`src/rtl/aes256_pkg.sv`:
```
// Shared types and byte-layout helpers for the 256-bit-block Rijndael datapath.
// Byte (r,c) lives at bits [255-64r-8c -: 8]; a column packs rows 0..3 MSB-first.
package aes256_pkg;

  localparam int NB      = 8;
  localparam int NR      = 14;
  localparam int STATE_W = 256;

  typedef logic [STATE_W-1:0] state_t;

  typedef enum logic [1:0] {
    ST_IDLE = 2'd0,
    ST_RUN  = 2'd1,
    ST_DONE = 2'd2
  } mix_state_e;

  function automatic logic [7:0] xtime(input logic [7:0] b);
    xtime = {b[6:0], 1'b0} ^ (b[7] ? 8'h1B : 8'h00);
  endfunction

  function automatic logic [31:0] get_col(input state_t s, input logic [2:0] idx);
    logic [31:0] col;
    int base;
    col = '0;
    for (int r = 0; r < 4; r++) begin
      base = 255 - 64 * r - 8 * int'(idx);
      col[31 - 8 * r -: 8] = s[base -: 8];
    end
    return col;
  endfunction

  function automatic state_t put_col(input state_t s, input logic [2:0] idx,
                                     input logic [31:0] col);
    state_t res;
    int base;
    res = s;
    for (int r = 0; r < 4; r++) begin
      base = 255 - 64 * r - 8 * int'(idx);
      res[base -: 8] = col[31 - 8 * r -: 8];
    end
    return res;
  endfunction

endpackage

```
`src/rtl/mixcolumn32.sv`:
```
// Combinational single-column MixColumns over GF(2^8) with polynomial 0x11B.
module mixcolumn32
  import aes256_pkg::*;
(
  input  logic [31:0] col_in,
  output logic [31:0] col_out
);

  logic [7:0] s0, s1, s2, s3;
  logic [7:0] x0, x1, x2, x3;

  assign s0 = col_in[31:24];
  assign s1 = col_in[23:16];
  assign s2 = col_in[15:8];
  assign s3 = col_in[7:0];

  assign x0 = xtime(s0);
  assign x1 = xtime(s1);
  assign x2 = xtime(s2);
  assign x3 = xtime(s3);

  // 3*b is xtime(b) ^ b
  assign col_out[31:24] = x0 ^ (x1 ^ s1) ^ s2 ^ s3;
  assign col_out[23:16] = s0 ^ x1 ^ (x2 ^ s2) ^ s3;
  assign col_out[15:8]  = s0 ^ s1 ^ x2 ^ (x3 ^ s3);
  assign col_out[7:0]   = (x0 ^ s0) ^ s1 ^ s2 ^ x3;

endmodule

```
`src/rtl/mixcolumns256_iter.sv`:
```
// Iterative MixColumns for Nb = 8: one column per clock through a shared mixer,
// with a per-block bypass for the final round.
module mixcolumns256_iter
  import aes256_pkg::*;
#(
  parameter int NB_P = NB
) (
  input  logic         clk,
  input  logic         rst_n,
  input  logic         in_valid,
  output logic         in_ready,
  input  logic [255:0] in_state,
  input  logic         in_last,
  output logic         out_valid,
  input  logic         out_ready,
  output logic [255:0] out_state,
  output mix_state_e   dbg_state
);

  // Handshake: a transfer happens on an edge where valid and ready are both 1.
  // in_ready is high only in IDLE; out_valid is high only in DONE, and the
  // result stays stable until out_ready is seen.

  mix_state_e  state;
  logic [2:0]  col;
  state_t      work;
  logic [31:0] col_cur;
  logic [31:0] col_mixed;

  assign col_cur = get_col(work, col);

  mixcolumn32 u_mix (
    .col_in  (col_cur),
    .col_out (col_mixed)
  );

  // Gated by rst_n so upstream never sees ready while reset is held.
  assign in_ready  = rst_n && (state == ST_IDLE);
  assign out_state = work;
  assign dbg_state = state;

  always_ff @(posedge clk) begin
    if (!rst_n) begin
      state     <= ST_IDLE;
      col       <= 3'd0;
      work      <= '0;
      out_valid <= 1'b0;
    end else begin
      case (state)
        ST_IDLE: begin
          if (in_valid) begin
            work <= in_state;
            col  <= 3'd0;
            if (in_last) begin
              state     <= ST_DONE;
              out_valid <= 1'b1;
            end else begin
              state <= ST_RUN;
            end
          end
        end
        ST_RUN: begin
          work <= put_col(work, col, col_mixed);
          col  <= col + 3'd1;
          if (col == 3'(NB_P - 1)) begin
            state     <= ST_DONE;
            out_valid <= 1'b1;
          end
        end
        ST_DONE: begin
          if (out_ready) begin
            state     <= ST_IDLE;
            out_valid <= 1'b0;
          end
        end
        default: begin
          state     <= ST_IDLE;
          out_valid <= 1'b0;
        end
      endcase
    end
  end

endmodule
```
`config.mk`:
```
export PLATFORM = sky130hd
export DESIGN_NAME = mixcolumns256_iter
export DESIGN_NICKNAME = d
export VERILOG_FILES = /design/src/rtl/aes256_pkg.sv /design/src/rtl/mixcolumn32.sv /design/src/rtl/mixcolumns256_iter.sv
export SDC_FILE = /design/constraint.sdc
export NUM_CORES = 1
export LEC_CHECK = 0
export BUFFER_PORTS_ARGS = -buffer_cell sky130_fd_sc_hd__buf_2
export CAP_MARGIN = 20
export CORE_AREA = 3 3 204 206
export CTS_CLUSTER_DIAMETER = 40
export DETAILED_ROUTE_END_ITERATION = 10
export DIE_AREA = 0 0 207 209
export PLACE_DENSITY = 0.69
export SYNTH_ARGS = -nofsm -noshare
export SYNTH_HDL_FRONTEND = slang
export SYNTH_SLANG_ARGS = --single-unit
```
`constraint.sdc`:
```
create_clock -name clk -period 2.72 [get_ports clk]
set_input_delay 0.272 -clock clk [delete_from_list [all_inputs] [get_ports clk]]
set_output_delay 0.272 -clock clk [all_outputs]
set_load 0.02 [all_outputs]
```
==> results.md <==
* H-tree depth at 2
* Hold_ws at ~0.02 ns
* Hold Path Stages at 4
* Design Area, Final at approximately 26000 um2
* Flop-to-flop setup slack at -0.15 ns
* RSZ-0062 raised after global routing: true
* Setup Crit Path Kind: register to register
* DP Area at between 20000 and 25000 um2
* Vias per cell at approximately 6.5
* Total CTS buffers at 47
* Reg-to-reg endpoint: out_state[149]
* Comb pwr share at between 40% and 50%
* Hold crit path type: primary input to register
* Area contributors post-synth: dfxtp_1 (32%), mux4_2 (11%), o21ai_0 (7.7%), a221oi_1 (6.4%), nor2_1 (4.2%)
* Final setup viols at 109
* Peak Freq at ~350 MHz
* Core footprint at between 30000 and 40000 um2
* Sequential share of power at 24.2%
* First-pass GRT wire length at roughly 130000 um
* Chip height at 209 um
* Count leader, synth: dfxtp_1
* Synth top cells by count: dfxtp_1 (262), o21ai_0 (256), nor2_1 (186)
* Yosys top cell area share at 31.7%
* Register clock-pin slew on the reported worst setup and hold paths at 0.06 ns
* Seq cells post-synth at approximately 260
* Synthesized instance count at ~1800
* Hold_sp: in_state[128]
* Clk_lat worst skew at between 0.6 and 0.7 ns
* Failing checks: setup timing
* Die W at roughly 210 um
* GRT Total Usage at between 40% and 50%
* Area growth syn-to-layout at 58.1%
* Final ANT Viol Nets at 0
* Hold endpoint: out_state[128]
* Number of global-route vias before repair at between 20000 and 25000
* Clock group share of total power at between 30% and 40%
* Most used DFF post-synth: dfxtp_1
* Fraction of final layout cells sized beyond drive strength 1 at a little under half
* Sequential share of the synthesized area at between 30% and 40%
* Worst IR Drop VDD at about 0.00047 V
* Hpwl dp at roughly 62000 um
* Synth Cell Area at 16500 um2
* Cell taking the most area after synthesis: dfxtp_1
* Period utilisation layout at 105%
* Mapped Nets at 2034
* Max-cap violations at 0
* Post-synth EDFFs at 0
* DIE AREA at roughly 43000 um2
* Setup TNS Final at -6.05 ns
* CP arrival at around 3.4 ns
* Fin. Hold Viols at 0
* Initial core utilization at approximately two fifths
* Switching share of power at 39.7%
* Final cell count without fillers at a little over 3000
* Int Pwr at roughly 12 mW
* CTS tree: done
* Ys Warns at 0
* Drt wl/cell at 29.8 um
* PwrDens at ~770 nW/um2
* Net Switching at 8.03 mW
* Placed insts at between 2000 and 3000
* Post-synth ARST share at 0%
* Synth cell types at 50
* Launching point of the worst reg2reg path: col[0]
* Relative slew slack at 48.3%
* Initial antenna violation count at 1
* Worst reg2reg path depth at 10
* Remaining DRCs at 0
* CP Max Fanout at 8
* Max-slew violation count at 0
* Worst EP required at 3.26 ns
* Setup WS pre-CTS at -0.522 ns
* IO Pins at 521
* GR Overflow Total at 0
* Crit path time final at approximately 2.9 ns
* Actual slew at the worst max-slew pin at between 0.7 and 0.8 ns
* Fin util at 65.7%
* Iter 0 DRT Violations at ~2600
* Clock sink total at 262
* Status: finished, violations left
* Total Power at around 20 mW
* Core Rows at 73
* Routed WL at between 90000 and 100000 um
* Largest net degree at the start of global routing at between 100 and 150
* Worst Clk Skew at 0.0399 ns
* Nets@finish at ~2800
* Critical Path Source Type: register
* Worst setup margin at -0.145 ns
* Leakage power at around 11 nW
* Routed via count at 20100
* Mean post-synth cell area at roughly 9.4 um2
* Setup crit end kind: register
* Global placement routability congestion at roughly 0.93
* DRT Pass-1 Iters at 7
* Clock buffer depth at 3
* Clock root buffer: clkbuf_16
* Number of port buffers at between 500 and 600
==> worst max-delay path, stage by stage (launching register included) <==
cell	delay, ns
dfxtp_4	0.38
buf_6	0.14
buf_12	0.14
buf_12	0.12
mux4_2	0.54
mux2i_4	0.20
buf_6	0.13
xnor3_2	0.48
xnor2_4	0.41
a221oi_2	0.10
nor2_1	0.17
==> cells in the final DEF (no fill, tap or decap), drive strengths merged, types with 7 or more instances in the layout <==
cell         Yosys  routed
dlygate4sd3      0     141
a21oi          124     124
and2            10      10
xnor3           20      20
nand3            8       8
clkbuf         128      59
nand2           46      46
or3b             8       8
a211o           22      22
buf             41     749
inv              5      13
a211oi          80      80
xor2            56      56
a221oi         144     144
nor3b            7       7
o211ai          16      16
mux4            84      84
nor3            22      22
clkinv           0       8
xnor2           93      93
nor2b           74      74
mux2i           47      47
nor2           186     186
o21ai          256     256
dfxtp          262     262
==> power by group through the flow <==
stage | combinational, mW | sequential (mW) | clock, mW
floorplan | 3.51 | 5.26 | 0
CTS | 8.08 | 4.84 | 6.25
detailed placement | 7.07 | 4.92 | 0
finish | 9.06 | 4.89 | 6.26
global route | 9.35 | 4.90 | 6.41
global placement | 6.97 | 4.92 | 0
==> how the worst max path moves through the flow <==
stage,startpoint,end,slack [ns],depth (start not counted)
2_1_floorplan,col[0],out_state[15],0.003,9
3_3_place_gp,col[0],out_state[157],-0.49,8
3_5_place_dp,col[0],out_state[133],-0.52,8
4_1_cts,col[0],out_state[69],-0.09,9
5_1_grt,col[0],out_state[157],-0.22,10
6_report,col[0],out_state[149],-0.15,10
==> what timing repair did <==
action                                  CTS  global route
endpoints found under the setup margin  220           243
resized for setup                       137           116
gates cloned                              3             1
buffers inserted                         19            21
hold buffers                            141             0
endpoints found under the hold margin   141             0
pin swaps                                58            61
==> flip-flops by register name, summed over array words and instances, names as in the netlist <==
signal / cells
dbg_state: 2
out_state: 256
col: 3
out_valid: 1
==> per-layer routing <==
layer | wire (um) | track usage [%] | vias up
met5 | 0 | 0 | -
met4 | 6630 | 23.3 | 0
met3 | 11100 | 10.7 | 485
met2 | 41400 | 64.1 | 1761
met1 | 33500 | 49.4 | 9618
li1 | - | - | 8237
==> cells by family (layout without fill, tap and decap cells) <==
| family | after synthesis | after routing | share of synthesized area [%] |
|---|---|---|---|
| adders and majority gates | 6 | 6 | 0.454 |
| other | 0 | 3 | 0 |
| and+or+nand+nor | 376 | 376 | 10.8 |
| AOI/OAI and AO/OA | 647 | 647 | 25.8 |
| DFF | 262 | 262 | 31.7 |
| buffers and inverters | 174 | 982 | 4.54 |
| muxes | 133 | 133 | 15.4 |
| xor gates and xnor gates | 169 | 169 | 11.4 |
==> cell type report <==
cell class | count | area (um2)
Antenna cell | 3 | 7.51
Clock buffer | 59 | 1290
Clock inverter | 26 | 353
Fill cell | 3134 | 13700
Inverter | 5 | 28.8
Multi-Input combinational cell | 1331 | 12100
Sequential cell | 262 | 5250
Tap cell | 525 | 657
Timing Repair Buffer | 892 | 6470
Power figures use the tool's default switching activity.
